## src/rtl/fetch_controller.sv

```systemverilog
// Fetch-stage sequencer: PC generation, single in-flight imem read, fetch queue, redirect and halt.
// Optional performance counters are built when FETCH_PERF_CNT_EN is defined.
module fetch_controller #(
    parameter logic [31:0] RESET_PC   = 32'h0000_0000,
    parameter int          IMEM_BYTES = 1024,
    parameter int          FQ_DEPTH   = 4
) (
    input  logic        clk,
    input  logic        rst,
    output logic [31:0] imem_pc,
    input  logic [31:0] imem_instr,
    input  logic        imem_stop,
    input  logic        redirect_valid,
    input  logic [31:0] redirect_pc,
    output logic        fq_valid,
    input  logic        fq_ready,
    output logic [31:0] fq_instr,
    output logic [31:0] fq_pc,
    output logic        halted,
    output logic [31:0] perf_fetch_cnt,
    output logic [31:0] perf_stall_cnt
);

    localparam int          PTR_W   = (FQ_DEPTH > 1) ? $clog2(FQ_DEPTH) : 1;
    localparam int          CNT_W   = PTR_W + 1;
    localparam logic [31:0] LAST_PC = 32'(IMEM_BYTES - 4);

    typedef enum logic [1:0] {S_FETCH, S_DRAIN, S_HALTED} state_t;

    state_t             state_q, state_d;
    logic [31:0]        fetch_pc_q, fetch_pc_d;
    logic               inflight_q, inflight_d;
    logic [31:0]        inflight_pc_q;
    logic [CNT_W-1:0]   count_q, count_d;
    logic [PTR_W-1:0]   rd_ptr_q, rd_ptr_d;
    logic [PTR_W-1:0]   wr_ptr_q, wr_ptr_d;
    logic               halted_q;
    logic [31:0]        instr_mem [FQ_DEPTH];
    logic [31:0]        pc_mem    [FQ_DEPTH];

    logic in_bounds, credit_ok, issue, resp_live, push, stop_seen, pop, not_empty;

    always_comb begin
        not_empty = (count_q != '0);
        in_bounds = (fetch_pc_q <= LAST_PC);
        // Credits use registered occupancy only, so a same-cycle pop never frees a slot.
        credit_ok = ((count_q + CNT_W'(inflight_q)) < CNT_W'(FQ_DEPTH));
        issue     = (state_q == S_FETCH) && !redirect_valid && credit_ok && in_bounds;
        resp_live = inflight_q && (state_q == S_FETCH) && !redirect_valid;
        push      = resp_live && !imem_stop;
        stop_seen = resp_live && imem_stop;
        pop       = not_empty && fq_ready && !redirect_valid;
    end

    // State register
    always_ff @(posedge clk) begin
        if (rst) begin
            state_q <= S_FETCH;
        end else begin
            state_q <= state_d;
        end
    end

    // Next-state logic; redirect wins from any state
    always_comb begin
        state_d = state_q;
        if (redirect_valid) begin
            state_d = S_FETCH;
        end else begin
            case (state_q)
                S_FETCH:  if (stop_seen || !in_bounds) state_d = S_DRAIN;
                S_DRAIN:  if (!not_empty && !push)     state_d = S_HALTED;
                S_HALTED: state_d = S_HALTED;
                default:  state_d = S_FETCH;
            endcase
        end
    end

    // Output logic
    always_comb begin
        imem_pc  = fetch_pc_q;
        fq_valid = not_empty;
        fq_instr = not_empty ? instr_mem[rd_ptr_q] : 32'h0;
        fq_pc    = not_empty ? pc_mem[rd_ptr_q]    : 32'h0;
        halted   = halted_q;
    end

    always_comb begin
        fetch_pc_d = fetch_pc_q;
        inflight_d = issue;
        rd_ptr_d   = rd_ptr_q;
        wr_ptr_d   = wr_ptr_q;
        count_d    = count_q;
        if (redirect_valid) begin
            fetch_pc_d = redirect_pc & 32'hFFFF_FFFC;
            inflight_d = 1'b0;
            rd_ptr_d   = '0;
            wr_ptr_d   = '0;
            count_d    = '0;
        end else begin
            if (issue) fetch_pc_d = fetch_pc_q + 32'd4;
            if (push)  wr_ptr_d   = wr_ptr_q + PTR_W'(1);
            if (pop)   rd_ptr_d   = rd_ptr_q + PTR_W'(1);
            count_d = count_q + CNT_W'(push) - CNT_W'(pop);
        end
    end

    always_ff @(posedge clk) begin
        if (rst) begin
            fetch_pc_q <= RESET_PC;
            inflight_q <= 1'b0;
            rd_ptr_q   <= '0;
            wr_ptr_q   <= '0;
            count_q    <= '0;
            halted_q   <= 1'b0;
        end else begin
            fetch_pc_q <= fetch_pc_d;
            inflight_q <= inflight_d;
            rd_ptr_q   <= rd_ptr_d;
            wr_ptr_q   <= wr_ptr_d;
            count_q    <= count_d;
            halted_q   <= (state_d == S_HALTED);
        end
    end

    // Queue storage and in-flight PC are data only; no reset needed
    always_ff @(posedge clk) begin
        if (issue) inflight_pc_q <= fetch_pc_q;
        if (push) begin
            instr_mem[wr_ptr_q] <= imem_instr;
            pc_mem[wr_ptr_q]    <= inflight_pc_q;
        end
    end

`ifdef FETCH_PERF_CNT_EN
    logic [31:0] perf_fetch_q;
    logic [31:0] perf_stall_q;
    logic        stall_credit;

    assign stall_credit = (state_q == S_FETCH) && !redirect_valid && in_bounds && !credit_ok;

    always_ff @(posedge clk) begin
        if (rst) begin
            perf_fetch_q <= 32'h0;
            perf_stall_q <= 32'h0;
        end else begin
            if (push)         perf_fetch_q <= perf_fetch_q + 32'd1;
            if (stall_credit) perf_stall_q <= perf_stall_q + 32'd1;
        end
    end

    assign perf_fetch_cnt = perf_fetch_q;
    assign perf_stall_cnt = perf_stall_q;
`else
    assign perf_fetch_cnt = 32'h0;
    assign perf_stall_cnt = 32'h0;
`endif

endmodule

```

## config.mk

```make
export PLATFORM = sky130hd
export DESIGN_NAME = fetch_controller
export DESIGN_NICKNAME = d
export VERILOG_FILES = /design/src/rtl/fetch_controller.sv
export SDC_FILE = /design/constraint.sdc
export NUM_CORES = 1
export LEC_CHECK = 0
export CAP_MARGIN = 30
export CORE_UTILIZATION = 56
export DETAILED_ROUTE_END_ITERATION = 10
export PLACE_DENSITY = 0.91
export SLEW_MARGIN = 20
export SYNTH_ARGS = -nofsm -noshare
export SYNTH_HDL_FRONTEND = slang
export SYNTH_SLANG_ARGS = --single-unit
```

## constraint.sdc

```tcl
create_clock -name clk -period 6.3 [get_ports clk]
set_clock_uncertainty 0.15 [all_clocks]
set_input_delay 0.63 -clock clk [delete_from_list [all_inputs] [get_ports clk]]
set_output_delay 0.63 -clock clk [all_outputs]
set_load 0.005 [all_outputs]
```

# Word-level counts from Yosys, hierarchy flattened
# Memory sizes are Yosys's and may differ from the RTL's. A register that Yosys moved wholly into a read port is not among the register bits.
# Cells that the tools add are included.
# classes
add_sub_neg	6
order_cmp	2
eq_ne	3
n_mux	14
reduce_logical	20
# op_table
operator	n
two-way mux 32 bit	4
adder 32 x 3 -> 32 bit, second input constant	1
less-or-equal comparator 32 x 10 -> 1 bit, second input constant	1
two-way mux 2 bit	7
logical AND 1 bit	10
adder 3 x 1 -> 3 bit	2
one-hot mux 2 bit (3 select lines)	1
zero test 1 bit	5
adder 2 x 1 -> 2 bit, second input constant	2
== test 2 bit, second input constant	2
< comparator 3 bit, second input constant	1
nonzero test 3 bit	1
subtractor 3 x 1 -> 3 bit	1
== test 2 x 1 -> 1 bit, second input constant	1
zero test 2 bit	1
two-way mux 1 bit	2
nonzero test 2 bit	1
OR reduction 2 bit	1
logical OR 1 bit	1
# word_totals
register_bits	75
mem_bits_rw	256
inputBits	69
output_inout_bits	162
mem_count	2
# memory_table
name	depth	width	rd	rd_clocked_by_memory_dff	write_ports	line	text
instr_mem	4	32	1	1	1	38	logic [31:0] instr_mem [FQ_DEPTH];
pc_mem	4	32	1	1	1	39	logic [31:0] pc_mem [FQ_DEPTH];

# Depth between registers and ports, before layout
# depth
ltp_word	10
ltp_mapped	11
mapped_depth_nobuf	11

# Worst setup path after synthesis
# Ideal clock, no wire load.
# synth_path
path_kind	input to register
from	in redirect_valid
to	mem instr_mem[0][0], enable pin
t_arrival_ns	3.126
required_ns	5.724
slack_ns	2.597
cell_stages	3
n_path_buf	1
cell_sequence	clkbuf_1 > nor4_1 > and2_1
# synth_between
elab_chain_cells	5
# synth_lines
element	line	text
from (decl)	13	input logic redirect_valid,
zero test 1 bit	49	resp_live = inflight_q && (state_q == S_FETCH) && !redirect_valid;
logical AND 1 bit	49	
logical AND 1 bit	50	push = resp_live && !imem_stop;
two-way mux 1 bit	129	if (push) begin
two-way mux 1 bit (not written as such)	130	instr_mem[wr_ptr_q] <= imem_instr;
to (decl)	38	
# Every way passes these cells.

==> impl_results.md <==
- Setup bufs post-CTS: 0
- Hold Buf Count CTS: 0
- Fillers: 1361
- Ys Warns: 0
- Critical path class: reg2out
- DR WL/cell: 20.45 um
- Register area share after synthesis: 0.7315
- Vias in the first global route: 6532
- Longest Clk Path Bufs: 3
- CTS sink cnt: 321
- CTS Buf Count: 30
- Skew-Pair Late Insertion Delay: 0.55 ns
- Avg Cell Area, Syn: 18.24 um^2
- Initial core utilization: 0.5733
- Slew @ Worst Pin: 0.9474 ns
- Min-Delay Path Class: reg2reg
- Area growth from synthesis to layout: 21.49%
- Final hold violation count: 0
- Crit-path max FO: 26
- Vias/cell: 5.437
- Width of the die: 151.9 um
- Dpl hpwl: 14070 um
- Worst r2r dst: inflight_pc_q[29]
- Worst Setup EP: fq_instr[18]
- Unique masters post-synth: 33
- DRT antenna net count: 0
- Setup tns final: 0 ns
- Crit share post-route: 0.6142
- Relative slew margins: 0.3684
- Minimum clock period: 3.869 ns
- Total track usage: 0.2091
- CP endpoint kind: output port
- Total Die Area: 23080 um^2
- Pwr Density: 272.6 nW/um^2
- Tot Pwr: 4.169 mW
- Initial antenna violation count: 0
- Total Routed Length: 23780 um
- Critical R2R Launch: imem_pc[22]
- Synth Cell Area: 12590 um^2
- Syn Inst Count: 690
- Die height: 151.9 um
- # resized after CTS: 0
- Max-cap violations: 0
- Most common cell after layout, fill and taps aside: edfxtp_1
- Lkg Pwr: 5.111 nW
- Clk slew on worst S/H paths: 0.06 ns
- CP Launch Type: register
- Largest net degree at the start of global routing: 63
- R2R Setup Slk: 3.28 ns
- Final Setup Violations: 0
- CTS root buf: clkbuf_16
- CTS tree: done
- Routability cong.: 0.8181
- Run status: complete, but fails checks
- Global-route wire length before repair: 36700 um
- Total I/O pin count: 231
- # DRC: 28
- Critical path data arrival time: 3.09 ns
- Number of cell rows: 54
- IO Port Bufs: 160
- Iter 0 DRT Violations: 407
- Crit path required time: 5.52 ns
- Max Slew Vio Count: 0
- Peak Freq: 0.2584 GHz
- # H-tree levels: 1
- Failing checks: DRC
- Synth Register Bits: 321
- Worst reg2reg path depth: 5
- DR pass1 iterations: 9
- Core ar.: 21960 um^2
- Share of post-route cells with drive strength above 1: 0.1450
- Unrepaired setup endpoints after global routing: no
- Max VDD drop: 0.2095 mV
- Total gr overflow: 0
- DR vias: 6323
- NumNets Final: 938
- Most frequent cells in the layout: 278 x edfxtp_1, 159 x clkdlybuf4s50_1, 68 x conb_1
- Number of diodes: 0
[synth_stat cells]
| cell | number | area [um^2] |
|---|---|---|
| a311oi_1 | 3 | 26.28 |
| conb_1 | 1 | 3.750 |
| mux2_2 | 3 | 33.78 |
| and2_1 | 66 | 412.9 |
| and3_1 | 3 | 18.77 |
| or3_1 | 3 | 18.77 |
| nor4_2 | 1 | 12.51 |
| nand3b_1 | 1 | 7.510 |
| a211oi_1 | 4 | 30.03 |
| o21ai_0 | 3 | 15.01 |
| edfxtp_1 | 278 | 8348 |
| nand2_1 | 7 | 26.28 |
| dfxtp_1 | 43 | 860.8 |
| buf_4 | 68 | 510.5 |
| clkinv_1 | 1 | 3.750 |
| a21oi_1 | 5 | 25.02 |
| inv_1 | 8 | 30.03 |
| clkbuf_1 | 20 | 75.07 |
| buf_1 | 2 | 7.510 |
| mux4_2 | 62 | 1396 |
| fa_1 | 1 | 20.02 |
| nor3_1 | 2 | 10.01 |
| a31oi_1 | 2 | 12.51 |
| xnor2_1 | 7 | 61.31 |
| xor2_1 | 3 | 26.28 |
| nand2b_1 | 1 | 6.260 |
| nor2_1 | 41 | 153.9 |
| mux2i_1 | 23 | 230.2 |
| nor4_1 | 8 | 50.05 |
| nand4_1 | 2 | 12.51 |
| buf_2 | 7 | 35.03 |
| ha_1 | 7 | 87.58 |
| nand3_1 | 4 | 20.02 |
[worst max-delay path, cell delays in order, from the launching register on]
cell             delay [ns]
dfxtp_4                0.62
buf_16                 0.29
buf_4                  0.40
mux4_2                 0.59
and2_1                 0.17
clkdlybuf4s50_1        0.44
[through the flow]
stage	utilization	cell area [um^2]	hold WS, ns	setup WS [ns]	std cells
after global routing	0.6965	15290	0.3534	2.225	1163
after detailed placement	0.6482	14230	0.3256	2.429	1104
after CTS	0.6912	15180	0.3452	2.149	1158
final	0.6965	15290	0.3419	2.431	1163
after floorplan	-	12840	0.3087	2.597	757
after global placement	0.6466	14200	0.3202	2.472	1102
[area by class of cell]
cell class                      instances  area (um^2)  area share
Clock buffer                           39        847.1     0.05539
Clock inverter                         15        97.59    0.006381
Inverter                                9        33.78    0.002209
Multi-Input combinational cell        330         2987      0.1953
Sequential cell                       321         9216      0.6026
Tap cell                              280        350.3     0.02291
Timing Repair Buffer                  169         1762      0.1152
[power by group]
group / internal, mW / switching, mW
combinational: 0.0734 / 0.0605
sequential: 2.31 / 0.0189
clock: 0.982 / 0.726
total: 3.36 / 0.806
[worst min path at each step]
stage                        end         startpoint  cells past startpoint
6_report       inflight_pc_q[17]        imem_pc[17]                      0
5_1_grt        inflight_pc_q[14]        imem_pc[14]                      0
4_1_cts        inflight_pc_q[14]        imem_pc[14]                      0
3_5_place_dp   inflight_pc_q[14]        imem_pc[14]                      0
3_3_place_gp       pc_mem[2][31]  inflight_pc_q[31]                      0
2_1_floorplan      pc_mem[0][10]  inflight_pc_q[10]                      0
[sequential cells by signal, summed over array words and instances, names as in the netlist, named ones only]
| register | count |
|---|---|
| count_q | 3 |
| halted | 1 |
| imem_pc | 30 |
| inflight_pc_q | 30 |
| inflight_q | 1 |
| instr_mem | 128 |
| pc_mem | 120 |
| rd_ptr_q | 2 |
| state_q | 2 |
| wr_ptr_q | 2 |
[routing by layer]
metal  routed length [um]  track usage  vias up
met5                    0            0        -
met4                  371      0.04470        0
met3                 1902      0.04535       32
met2                12230       0.3717      279
met1                 9278       0.2651     3174
li1                     -            -     2838
[cell families (layout without fill, tap and decap cells)]
logic type,after synthesis,in the layout,synth area share
xor gates and xnor gates,10,10,0.006958
buffers and inverters,106,232,0.05258
muxes,88,88,0.1319
other,1,68,0.0002979
and+or+nand+nor,139,139,0.05954
adders and majority gates,8,8,0.008548
DFF,321,321,0.7315
AOI/OAI and AO/OA,17,17,0.008647
Power figures use the tool's default switching activity.
